File: config.mk
export PLATFORM = sky130hd
export DESIGN_NAME = lsu_mem_ctrl
export DESIGN_NICKNAME = d
export VERILOG_FILES = /design/src/rtl/lsu_mem_ctrl.sv
export SDC_FILE = /design/constraint.sdc
export NUM_CORES = 1
export LEC_CHECK = 0
export CORE_MARGIN = 5
export CORE_UTILIZATION = 50
export DETAILED_ROUTE_END_ITERATION = 7
export PLACE_DENSITY = 0.86
export SYNTH_ARGS = -nofsm -noshare
export SYNTH_HDL_FRONTEND = slang
export SYNTH_SLANG_ARGS = --single-unit
File: constraint.sdc
create_clock -name clk -period 4.5 [get_ports clk]
set_clock_uncertainty 0.2 [all_clocks]
set_input_delay 0.9 -clock clk [delete_from_list [all_inputs] [get_ports clk]]
set_output_delay 0.9 -clock clk [all_outputs]
set_load 0.02 [all_outputs]
File: src/rtl/lsu_mem_ctrl.sv
// lsu_mem_ctrl: RV32I load/store unit driving a word-wide data memory with RMW sub-word stores.
// Define LSU_MISALIGN_TRAP_EN to trap misaligned accesses instead of forcing alignment.
module lsu_mem_ctrl #(
  parameter int ADDR_W    = 32,
  parameter int MEM_BYTES = 128
) (
  input  logic              clk,
  input  logic              reset,
  input  logic              req_valid,
  output logic              req_ready,
  input  logic              req_we,
  input  logic [2:0]        req_funct3,
  input  logic [ADDR_W-1:0] req_addr,
  input  logic [31:0]       req_wdata,
  output logic              rsp_valid,
  output logic [31:0]       rsp_rdata,
  output logic              rsp_misalign,
  output logic              rsp_fault,
  output logic              mem_read,
  output logic              mem_write,
  output logic [ADDR_W-1:0] mem_addr,
  output logic [31:0]       mem_wdata,
  input  logic [31:0]       mem_rdata
);
  typedef enum logic [1:0] {IDLE, LD_WAIT, RMW_RD, RMW_WR} state_t;
  state_t state_q, state_d;
  logic [2:0]        f3_q;
  logic [ADDR_W-1:0] addr_q, ea;
  logic [15:0]       wdata_q;
  logic [31:0]       merged_q, merged_d, rsp_rdata_q, rsp_rdata_d;
  logic              rsp_valid_q, rsp_valid_d, rsp_mis_q, rsp_mis_d, rsp_flt_q, rsp_flt_d;
  logic              accept, size_h, size_w, legal, fault, mis_flag, trap, rd_c, wr_c;
  logic [ADDR_W:0]   top;
  logic [4:0]        sh;
  logic [31:0]       lane_sh, ld_ext, merge;
  logic [7:0]        ld_b;
  logic [15:0]       ld_h;
  assign req_ready = reset && state_q == IDLE;
  assign accept    = req_valid && req_ready;
  assign size_h    = req_funct3[1:0] == 2'b01;
  assign size_w    = req_funct3[1:0] == 2'b10;
  // 011/111 never legal; 1xx only legal as LBU/LHU loads
  assign legal = req_funct3[1:0] != 2'b11 && !(req_funct3[2] && (req_we || req_funct3[1]));
  assign top   = {1'b0, req_addr[ADDR_W-1:2], 2'b00} + (ADDR_W+1)'(3);
  assign fault = !legal || top >= (ADDR_W+1)'(MEM_BYTES);
`ifdef LSU_MISALIGN_TRAP_EN
  assign ea       = req_addr;
  assign mis_flag = (size_h && req_addr[0]) || (size_w && req_addr[1:0] != 2'b00);
`else
  assign ea       = size_h ? {req_addr[ADDR_W-1:1], 1'b0} :
                    size_w ? {req_addr[ADDR_W-1:2], 2'b00} : req_addr;
  assign mis_flag = 1'b0;
`endif
  assign trap    = fault || mis_flag;
  assign sh      = {addr_q[1:0], 3'b000};
  assign lane_sh = mem_rdata >> sh;
  assign ld_b    = lane_sh[7:0];
  assign ld_h    = addr_q[1] ? mem_rdata[31:16] : mem_rdata[15:0];
  assign ld_ext  = f3_q[1:0] == 2'b00 ? {{24{ld_b[7] & ~f3_q[2]}}, ld_b} :
                   f3_q[1:0] == 2'b01 ? {{16{ld_h[15] & ~f3_q[2]}}, ld_h} : mem_rdata;
  assign merge   = f3_q[0] ? (addr_q[1] ? {wdata_q, mem_rdata[15:0]} : {mem_rdata[31:16], wdata_q}) :
                   (mem_rdata & ~(32'hFF << sh)) | ({24'b0, wdata_q[7:0]} << sh);
  assign mem_read  = rd_c && reset;
  assign mem_write = wr_c && reset;
  assign mem_addr  = state_q == IDLE ? {ea[ADDR_W-1:2], 2'b00} : {addr_q[ADDR_W-1:2], 2'b00};
  assign mem_wdata = state_q == RMW_WR ? merged_q : req_wdata;
  assign rsp_valid    = rsp_valid_q;
  assign rsp_rdata    = rsp_rdata_q;
  assign rsp_misalign = rsp_mis_q;
  assign rsp_fault    = rsp_flt_q;
  always_comb begin
    state_d     = state_q;
    merged_d    = merged_q;
    rsp_valid_d = 1'b0;
    rsp_rdata_d = rsp_rdata_q;
    rsp_mis_d   = rsp_mis_q;
    rsp_flt_d   = rsp_flt_q;
    rd_c        = 1'b0;
    wr_c        = 1'b0;
    case (state_q)
      IDLE: if (accept) begin
        if (trap) begin
          rsp_valid_d = 1'b1;
          rsp_rdata_d = '0;
          rsp_mis_d   = mis_flag;
          rsp_flt_d   = fault;
        end else if (!req_we) begin
          rd_c    = 1'b1;
          state_d = LD_WAIT;
        end else if (size_w) begin
          wr_c        = 1'b1;
          rsp_valid_d = 1'b1;
          rsp_rdata_d = '0;
          rsp_mis_d   = 1'b0;
          rsp_flt_d   = 1'b0;
        end else begin
          rd_c    = 1'b1;
          state_d = RMW_RD;
        end
      end
      LD_WAIT: begin
        rsp_valid_d = 1'b1;
        rsp_rdata_d = ld_ext;
        rsp_mis_d   = 1'b0;
        rsp_flt_d   = 1'b0;
        state_d     = IDLE;
      end
      RMW_RD: begin
        merged_d = merge;
        state_d  = RMW_WR;
      end
      RMW_WR: begin
        wr_c        = 1'b1;
        rsp_valid_d = 1'b1;
        rsp_rdata_d = '0;
        rsp_mis_d   = 1'b0;
        rsp_flt_d   = 1'b0;
        state_d     = IDLE;
      end
      default: state_d = IDLE;
    endcase
  end
  always_ff @(posedge clk) begin
    if (!reset) begin
      state_q     <= IDLE;
      f3_q        <= '0;
      addr_q      <= '0;
      wdata_q     <= '0;
      merged_q    <= '0;
      rsp_valid_q <= 1'b0;
      rsp_rdata_q <= '0;
      rsp_mis_q   <= 1'b0;
      rsp_flt_q   <= 1'b0;
    end else begin
      state_q     <= state_d;
      merged_q    <= merged_d;
      rsp_valid_q <= rsp_valid_d;
      rsp_rdata_q <= rsp_rdata_d;
      rsp_mis_q   <= rsp_mis_d;
      rsp_flt_q   <= rsp_flt_d;
      if (accept) begin
        f3_q    <= req_funct3;
        addr_q  <= ea;
        wdata_q <= req_wdata[15:0];
      end
    end
  end
endmodule

==> results.py <==
metrics = {
    "cts": {
        "cts.clk_slew.worst_paths_ns": 0.05,
        "htreeDepth": 4,
        "cts_buffers": 17,
        "clk_latency_ns": 0.40,
        "cts_resized": 0,
        "cts_tree": "built",
        "clkSinkCount": 119,
        "clk_path_buf_depth": 2,
        "post_cts_buffers": 0,
        "cts_hold_buf": 0,
        "cts-root-buf": "clkbuf_16",
    },
    "timing": {
        "finalCritPeriodShare_pct": 96.7,
        "final-max-slew-violation-count": 0,
        "finalSetupViolCount": 0,
        "finalSetupTns_ns": 0,
        "rsz0062_at_grt": "no",
        "clock.fmax_mhz": 230,
        "hold_violations": 0,
        "max_slew.worst_pin.slew_ns": 1.17,
        "period_minus_slack_ns": 4.35,
        "relSlewSlack_pct": 21.9,
    },
    "global_routing": {
        "grt_overflow": 0,
        "grt_pass1_wl_um": 31200,
        "grt_max_degree": 106,
        "grt_antenna_before_repair": 0,
        "grtUsageTotal_pct": 26.3,
        "grt_pass1_vias": 6038,
    },
    "yosys": {
        "syn_area_mm2": 0.00624,
        "syn_area_per_cell_um2": 8.94,
        "netlist_instances": 698,
        "yosysSeqAreaShare_pct": 38.2,
        "ys_ff_latch": 119,
        "synthFlopType": "dfxtp_1",
        "synth_cell_types": 46,
        "synth_edf_count": 0,
        "synthArstFlopShare_pct": 0,
        "yosysWarningCount": 0,
    },
    "cells_and_area": {
        "num-nets-final": 973,
        "design_area_mm2": 0.00890,
        "final_common_cell": "clkdlybuf4s50_1",
        "drive_gt1_share_pct": 15.3,
        "nFillCells": 886,
        "layout_common_cells": "clkdlybuf4s50_1, nand2_1, dfxtp_1",
        "syn_to_final_growth_pct": 42.6,
        "diodes": 0,
    },
    "critical_path": {
        "critPathRequiredTime_ns": 3.40,
        "cpMostUsedCell": "clkdlybuf4s50_1",
        "startpoint": "req_addr[31]",
        "slowest_stage": "clkdlybuf4s50_1",
        "worstPathCellList": "clkdlybuf4s50_1 -> nor4_2 -> nand4_2 -> nor2_1 -> a31o_2 -> and3b_1 -> clkdlybuf4s50_1",
        "worstPathMaxFanout": 5,
        "critPathMaxStageDelay_ns": 0.63,
        "crit_path_start_kind": "input pin",
        "r2r-start": "addr_q[1]",
        "path_class": "input pin to output port",
        "worstPathArrival_ns": 3.25,
        "crit_path_end_kind": "output port",
    },
    "routing": {
        "dr.pass1.iters": 7,
        "drt_iter0_markers": 575,
        "vias": 6106,
        "viasPerCell": 5.84,
        "ant_nets": 0,
        "drc": 0,
        "drt_wl_total_um": 20000,
        "routedWlPerCell_um": 19.1,
    },
    "run_status": {
        "status": "complete, no violations",
    },
    "power": {
        "p_leak_uw": 0.00361,
        "p_per_area_mw_per_mm2": 339,
        "peakVddDrop_mv": 0.200,
    },
    "place": {
        "gp_congestion": 0.889,
        "dpl-instance-area_mm2": 0.00825,
        "post-dp-hpwl_um": 14500,
        "port_buffers": 201,
    },
    "floorplan": {
        "initial_core_util_pct": 51.5,
        "core.rowCount": 40,
        "io_pins": 205,
        "core_mm2": 0.0121,
        "die_w_um": 122,
        "die_h_um": 122,
        "die_area_mm2": 0.0148,
    },
    "hold_path": {
        "worstHoldPathType": "flip-flop to flip-flop",
        "hp-start": "wdata_q[8]",
    },
    "flow_run": {
        "max_cap_violations": 0,
    },
}
==> sequential cells by signal (all words and copies together) (netlist names) <==
register   cells
addr_q        32
f3_q           3
merged_q      32
rsp_fault      1
rsp_rdata     32
rsp_valid      1
state_q        2
wdata_q       16
==> logic make-up after synthesis <==
group,after synthesis,share of synthesized area [%]
other,1,0.0601
adder cells (fa/ha/maj),5,1.00
flip-flops,119,38.2
buffers and inverters,69,5.12
AND/OR/NAND/NOR,278,20.5
multiplexers,110,20.6
AO/OA/AOI/OAI,116,14.5
==> stage by stage <==
stage               worst slack (ns)  power (µW)  std cells  hold WS [ns]  util (%)
floorplan                       1.17        1340        700         0.232         -
global placement               0.277        1550       1014         0.240      68.1
detailed placement             0.188        1560       1014         0.249      68.1
CTS                            0.171        3020       1046         0.258      73.5
global route                  0.0193        3110       1046         0.271      73.5
finish                         0.150        3010       1046         0.254      73.5
==> power by group <==
part	total (µW)	internal, µW	switching, µW
clock	1470	996	474
combinational	424	212	212
sequential	1120	1090	32.5
total	3010	2300	719
==> area by class of cell <==
type,count,area (µm²),area share [%]
well taps,168,210,2.36
multi-input cells,512,3550,39.9
repair buffers,209,2080,23.4
inverters,6,22.5,0.253
clock inverters,12,200,2.25
clock buffers,20,447,5.02
flip-flops and latches,119,2380,26.8
==> synthesized netlist by cell type (2+ instances only) <==
| cell type | count | share of area (%) |
|---|---|---|
| nand2_1 | 120 | 7.2 |
| dfxtp_1 | 119 | 38 |
| nand3_1 | 87 | 7.0 |
| mux2_2 | 69 | 12 |
| clkbuf_1 | 38 | 2.3 |
| mux2i_1 | 33 | 5.3 |
| nor2_1 | 31 | 1.9 |
| a22o_1 | 24 | 3.4 |
| o21ai_0 | 21 | 1.7 |
| o31ai_1 | 20 | 2.4 |
| nor2b_1 | 17 | 1.7 |
| o211a_1 | 16 | 2.6 |
| buf_2 | 9 | 0.72 |
| a31o_2 | 8 | 1.1 |
| buf_1 | 8 | 0.48 |
| mux4_2 | 8 | 2.9 |
| a2111oi_0 | 7 | 0.98 |
| o21ai_1 | 7 | 0.56 |
| a21oi_1 | 5 | 0.40 |
| buf_6 | 5 | 0.90 |
| ha_1 | 5 | 1.0 |
| inv_1 | 5 | 0.30 |
| nand2b_1 | 5 | 0.50 |
| nor4_1 | 4 | 0.40 |
| buf_4 | 3 | 0.36 |
| nand4_1 | 2 | 0.20 |
| nor3_1 | 2 | 0.16 |
| nor4_2 | 2 | 0.40 |
==> metal layers <==
layer / vias to the layer above / share of wire (%) / global-route usage, %
li1: 2852 / - / -
met3: 67 / 9.4 / 7.24
met1: 2837 / 39 / 31.5
met2: 350 / 47 / 44.8
met4: 0 / 3.7 / 10.6
met5: - / 0 / 0
==> worst max-delay path, delay by kind of cell <==
kind,cells,cell delay [ns]
buffers and inverters,2,1.12
and+or+nand+nor,4,1.03
AOI/OAI and AO/OA,1,0.20
==> worst paths after layout <==
check / to / slack [ns] / cells past startpoint
worst max-delay path: mem_write / 0.15 / 7
worst min-delay path: wdata_q[8] / 0.25 / 2
worst max register to register: rsp_rdata[6] / 1.56 / 4
worst min register to register: wdata_q[8] / 0.25 / 2
No activity file was read; power rests on OpenSTA's default activity.
